`src/rtl/pid_nco.sv`:
```
// pid_nco: phase accumulator NCO whose FCW is trimmed by the PID correction, with a watchdog FSM.
// Optional output dithering is enabled by defining PID_NCO_DITHER_EN.
module pid_nco #(
  parameter int                   PHASE_WIDTH = 10,
  parameter int                   PID_OWIDTH  = 9,
  parameter int                   ACC_WIDTH   = 24,
  parameter logic [ACC_WIDTH-1:0] FCW_NOM     = ACC_WIDTH'(24'h000100),
  parameter logic [ACC_WIDTH-1:0] FCW_MIN     = '0,
  parameter logic [ACC_WIDTH-1:0] FCW_MAX     = '1,
  parameter int                   CORR_SHIFT  = 8,
  parameter int                   HOLD_CYCLES = 1024
) (
  input  logic                         clk,
  input  logic                         rst,
  input  logic signed [PID_OWIDTH-1:0] pid_i,
  input  logic                         pid_valid_i,
  output logic        [PHASE_WIDTH-1:0] phase_o,
  output logic                         wrap_o,
  output logic        [ACC_WIDTH-1:0]  fcw_o,
  output logic                         locked_o,
  output logic                         holdover_o
);

  localparam logic [1:0] IDLE  = 2'd0;
  localparam logic [1:0] TRACK = 2'd1;
  localparam logic [1:0] HOLD  = 2'd2;

  // Two guard bits so nominal + correction can never overflow before clamping.
  localparam int SW = ACC_WIDTH + 2;
  localparam int CW = (HOLD_CYCLES > 1) ? $clog2(HOLD_CYCLES) : 1;
  localparam bit WD_EN = (HOLD_CYCLES != 0);
  localparam logic [CW-1:0] CNT_LAST = CW'((HOLD_CYCLES > 0) ? HOLD_CYCLES - 1 : 0);

  logic [1:0]           state, state_nxt;
  logic [CW-1:0]        cnt, cnt_nxt;
  logic                 load;
  logic [ACC_WIDTH-1:0] acc;
  logic                 wrap_q;

  logic signed [SW-1:0] corr, fcw_sum, nom_ext, min_ext, max_ext;
  logic [ACC_WIDTH-1:0] fcw_next;

  assign corr    = {{(SW-PID_OWIDTH){pid_i[PID_OWIDTH-1]}}, pid_i} <<< CORR_SHIFT;
  assign nom_ext = signed'({2'b00, FCW_NOM});
  assign min_ext = signed'({2'b00, FCW_MIN});
  assign max_ext = signed'({2'b00, FCW_MAX});
  assign fcw_sum = nom_ext + corr;

  always_comb begin
    if (fcw_sum < min_ext)
      fcw_next = FCW_MIN;
    else if (fcw_sum > max_ext)
      fcw_next = FCW_MAX;
    else
      fcw_next = fcw_sum[ACC_WIDTH-1:0];
  end

  // A valid strobe always wins over watchdog expiry in the same cycle.
  always_comb begin
    state_nxt = state;
    cnt_nxt   = cnt;
    load      = 1'b0;
    case (state)
      IDLE: begin
        cnt_nxt = '0;
        if (pid_valid_i) begin
          state_nxt = TRACK;
          load      = 1'b1;
        end
      end
      TRACK: begin
        if (pid_valid_i) begin
          load    = 1'b1;
          cnt_nxt = '0;
        end else if (WD_EN && (cnt == CNT_LAST)) begin
          state_nxt = HOLD;
          cnt_nxt   = '0;
        end else if (WD_EN) begin
          cnt_nxt = cnt + CW'(1);
        end
      end
      HOLD: begin
        cnt_nxt = '0;
        if (pid_valid_i) begin
          state_nxt = TRACK;
          load      = 1'b1;
        end
      end
      default: begin
        state_nxt = IDLE;
        cnt_nxt   = '0;
      end
    endcase
  end

  always_ff @(posedge clk) begin
    if (rst) begin
      state      <= IDLE;
      cnt        <= '0;
      fcw_o      <= FCW_NOM;
      locked_o   <= 1'b0;
      holdover_o <= 1'b0;
      acc        <= '0;
      wrap_q     <= 1'b0;
    end else begin
      state      <= state_nxt;
      cnt        <= cnt_nxt;
      locked_o   <= (state_nxt == TRACK);
      holdover_o <= (state_nxt == HOLD);
      if (load)
        fcw_o <= fcw_next;
      {wrap_q, acc} <= {1'b0, acc} + {1'b0, fcw_o};
    end
  end

`ifdef PID_NCO_DITHER_EN
  localparam int DW_RAW = ACC_WIDTH - PHASE_WIDTH;
  localparam int DW     = (DW_RAW > 16) ? 16 : DW_RAW;
  localparam logic [ACC_WIDTH-1:0] DITH_MASK = (ACC_WIDTH'(1) << DW) - ACC_WIDTH'(1);

  logic [15:0]            lfsr;
  logic                   lfsr_fb;
  logic [ACC_WIDTH-1:0]   dith_sum;
  logic [PHASE_WIDTH-1:0] phase_q;
  logic                   wrap_d;

  assign lfsr_fb  = lfsr[15] ^ lfsr[13] ^ lfsr[12] ^ lfsr[10];
  assign dith_sum = acc + (ACC_WIDTH'(lfsr) & DITH_MASK);

  // Extra output stage; wrap is delayed alongside so it stays aligned with phase.
  always_ff @(posedge clk) begin
    if (rst) begin
      lfsr    <= 16'hACE1;
      phase_q <= '0;
      wrap_d  <= 1'b0;
    end else begin
      lfsr    <= {lfsr[14:0], lfsr_fb};
      phase_q <= dith_sum[ACC_WIDTH-1 -: PHASE_WIDTH];
      wrap_d  <= wrap_q;
    end
  end

  assign phase_o = phase_q;
  assign wrap_o  = wrap_d;
`else
  assign phase_o = acc[ACC_WIDTH-1 -: PHASE_WIDTH];
  assign wrap_o  = wrap_q;
`endif

endmodule

```
`config.mk`:
```
export PLATFORM = sky130hd
export DESIGN_NAME = pid_nco
export DESIGN_NICKNAME = d
export VERILOG_FILES = /design/src/rtl/pid_nco.sv
export SDC_FILE = /design/constraint.sdc
export NUM_CORES = 1
export LEC_CHECK = 0
export CAP_MARGIN = 10
export CORE_MARGIN = 2
export CORE_UTILIZATION = 40
export CTS_BUF_LIST = sky130_fd_sc_hd__clkbuf_8
export DETAILED_ROUTE_END_ITERATION = 8
export GPL_ROUTABILITY_DRIVEN = 0
export PLACE_DENSITY = 0.67
export SLEW_MARGIN = 25
export SYNTH_ARGS = -nofsm -noshare
export SYNTH_HDL_FRONTEND = slang
export SYNTH_SLANG_ARGS = --single-unit
```
`constraint.sdc`:
```
create_clock -name clk -period 1.8 [get_ports clk]
set_input_delay 0.36 -clock clk [delete_from_list [all_inputs] [get_ports clk]]
set_output_delay 0.36 -clock clk [all_outputs]
set_load 0.01 [all_outputs]
```
==> metrics.md <==
| Metric | Value |
|---|---|
| Die Wd | 82.78 um |
| RSZ-0062 raised after global routing | yes |
| Buf/Inv on CP | 0 |
| Initial DRC Count | 65 |
| Setup tns final | 0 ns |
| PD cells | 675.8 nW/um^2 |
| Yosys top cell by area | dfxtp_1 |
| H-tree Lvls | 2 |
| CTS root buffer | clkbuf_8 |
| Row count | 28 |
| Clk slew on worst S/H paths | 0.09 ns |
| Seq pwr share | 47.7% |
| Worst path cell trace | ha_4, nand2_4, nor4_4, o32ai_4, or3_1, a21oi_1 |
| Worst path max stage delay | 0.35 ns |
| Post-CTS Hold Fix Bufs | 0 |
| CP Launch Type | flop |
| Initial antenna violation count | 0 |
| Hold Path Class | reg2reg |
| NumNets Final | 379 |
| Critical path class | reg2reg |
| Initial DRT Pass Iterations | 4 |
| Worst endpoint data arrival time | 1.97 ns |
| I/O Pins | 49 |
| Synth Flop Type | dfxtp_1 |
| EDFF count, synth | 0 |
| Sw frac | 25.92% |
| CTS sink cnt | 46 |
| Initial Util | 41.68% |
| Clk pwr share | 33.9% |
| Layout area overhead | 35.74% |
| Total power after layout | 2.277 mW |
| Final core occ | 56.58% |
| Clk_skew | 0.005197 ns |
| Worst EP required | 2.04 ns |
| First-pass GRT wire length | 8804 um |
| Fill cells | 544 |
| Critical Path Fanout Max | 6 |
| Crit-path slowest cell | nor4_4 |
| Pleak | 1.312 nW |
| Switch Pwr | 590.2 uW |
| # diodes | 0 |
| Layout Cells excl Fill | 429 |
| Netlist cell types | 44 |
| Avg Inst Size Synth | 8.560 sq um |
| Routed WL | 5415 um |
| Final worst-path setup slack | 0.06262 ns |
| Final Hold Fails | 0 |
| Setup Slack @ Placement | -0.08281 ns |
| Mapped Area | 2482 sq um |
| Top cell type's share of synthesized area | 37.10% |
| Die height | 82.78 um |
| FF-to-FF setup slack | 0.06 ns |
| DR WL/cell | 12.62 um |
| Grt total ovfl | 0 |
| Hpwl dp | 3932 um |
| Asr flop ratio synth | 0% |
| DIE AREA | 6852 sq um |
| Dpl cells | 414 |
| Number of global-route vias before repair | 2,008 |
| Vias per Instance | 4.972 |
| Minimum clock period | 1.737 ns |
| GRT Util Overall | 16.44% |
| RR Startpoint | fcw_o[12] |
| Fin crit share | 96.52% |
| DRC Markers | 0 |
| Worst Setup SP | fcw_o[12] |
| Core area | 5956 sq um |
| Syn Inst Count | 290 |
| Max Fclk | 575.6 MHz |
| Worst VDD drop | 0.5057 mV |
| Crit-path leading delay family | simple AND/OR/NAND/NOR gates |
| Via count | 2,133 |
| Logic pwr share | 18.4% |
| Hold path startpoint | cnt[0] |
| Slew Viols, Final | 0 |
| Area contributors post-synth | dfxtp_1 37%, buf_4 7.6%, ha_1 7.1% |
| Crit path capture type | flop |
| TritonCTS Buffers | 5 |
| Sequential fraction of the synthesis area | 37.10% |
| Largest net degree at the start of global routing | 18 |
| Fraction of layout instances using a drive strength above 1 | 23.73% |
| Power Internal | 1.687 mW |
| Yosys warns | 0 |
| Maxcap violations | 0 |
| CTS tree | built |
| Outcome | finished clean |
| #FFs+latches synth | 46 |
| Antenna viol nets, final | 0 |
| Final setup violation count | 0 |
| IO Port Bufs | 33 |
| Max clock buf depth | 2 |
| Clock latency at the later pin of the worst-skew pair | 0.30 ns |
==> per-stage QoR <==
| stage | cell area [sq um] | hold slack, ns |
|---|---|---|
| after floorplan | 2571 | 0.4299 |
| after global placement | 3017 | 0.4514 |
| after global routing | 3369 | 0.5186 |
| after detailed placement | 3017 | 0.4623 |
| final | 3369 | 0.4776 |
| after CTS | 3207 | 0.4838 |
==> worst paths after layout <==
kind                                end  depth (start not counted)
worst max-delay path            acc[22]                          6
worst min-delay path             cnt[0]                          1
worst max register to register  acc[22]                          6
worst min register to register   cnt[0]                          1
==> per-layer routing <==
layer	track usage [%]	up-vias	part of all wire [%]
li1	-	1093	-
met1	19.88	995	44
met2	28.95	38	50
met3	3.788	7	4.2
met4	4.918	0	1.1
met5	0	-	0
==> state kept, by name, summed over array words and instances, names as in the netlist <==
name	cells
fcw_o	9
locked_o	1
state	2
wrap_o	1
holdover_o	1
cnt	10
acc	22
==> cells by family after synthesis <==
logic type	Yosys count	synth area share [%]
other	1	0.1511
muxes	5	2.167
buffers and inverters	40	9.829
DFF	46	37.10
and+or+nand+nor	109	21.72
AOI/OAI and AO/OA	52	13.86
xor gates and xnor gates	23	8.115
adders and majority gates	14	7.057
==> Yosys cell counts, drive strengths merged, types with 2 or more instances <==
master / instances
dfxtp: 46
nor2: 35
buf: 27
nand3: 17
a21oi: 16
ha: 14
nand2: 14
xnor2: 12
xor2: 11
nand4: 9
nor3: 9
a22oi: 7
inv: 7
nor2b: 7
a21o: 6
clkbuf: 6
o21ai: 6
and3: 5
nand2b: 4
o21a: 4
a31oi: 3
mux2: 3
or2: 3
and2: 2
mux2i: 2
nor4: 2
o31a: 2
==> worst register-to-register path, cell delays in order, from the launching register on <==
cell and delay, ns:
dfxtp_2 0.34, ha_4 0.31, nand2_4 0.08, nor4_4 0.35
o32ai_4 0.16, or3_1 0.32, a21oi_1 0.12
==> cell type report <==
type                       count  area, sq um  area share, %
inverter                       7        26.28         0.7798
tap                           75        93.84          2.785
timing repair buffer          72        623.1          18.49
clock inverter                 3        45.04          1.337
clock buffer                   5        68.82          2.042
sequential                    46        928.4          27.55
multi-input combinational    221         1584          47.01
==> cell usage in the layout (no fill, tap or decap), drive strengths merged, types with 2 or more instances in the layout <==
master,n
dfxtp,46
buf,39
nor2,35
clkdlybuf4s50,33
conb,18
nand3,17
a21oi,16
nand2,14
ha,14
xnor2,12
xor2,11
nand4,9
nor3,9
a22oi,7
nor2b,7
inv,7
a21o,6
o21ai,6
and3,5
clkbuf,5
nand2b,4
o21a,4
or2,3
a31oi,3
mux2,3
and2,2
o31a,2
mux2i,2
clkinvlp,2
nor4,2
==> power by group through the flow <==
stage / registers, mW / clock network, mW / logic [mW]
after floorplan: 1.10 / 0 / 0.215
after global placement: 1.10 / 0 / 0.333
after detailed placement: 1.10 / 0 / 0.335
after CTS: 1.08 / 0.798 / 0.362
after global routing: 1.09 / 0.837 / 0.461
final: 1.09 / 0.771 / 0.419
==> what timing repair did <==
action                                  4_1_cts  5_1_grt
resized for setup                            13       23
endpoints found under the setup margin        9        9
buffers inserted                              0        7
pin swaps                                     3       13
No activity file was read; power rests on OpenSTA's default activity.
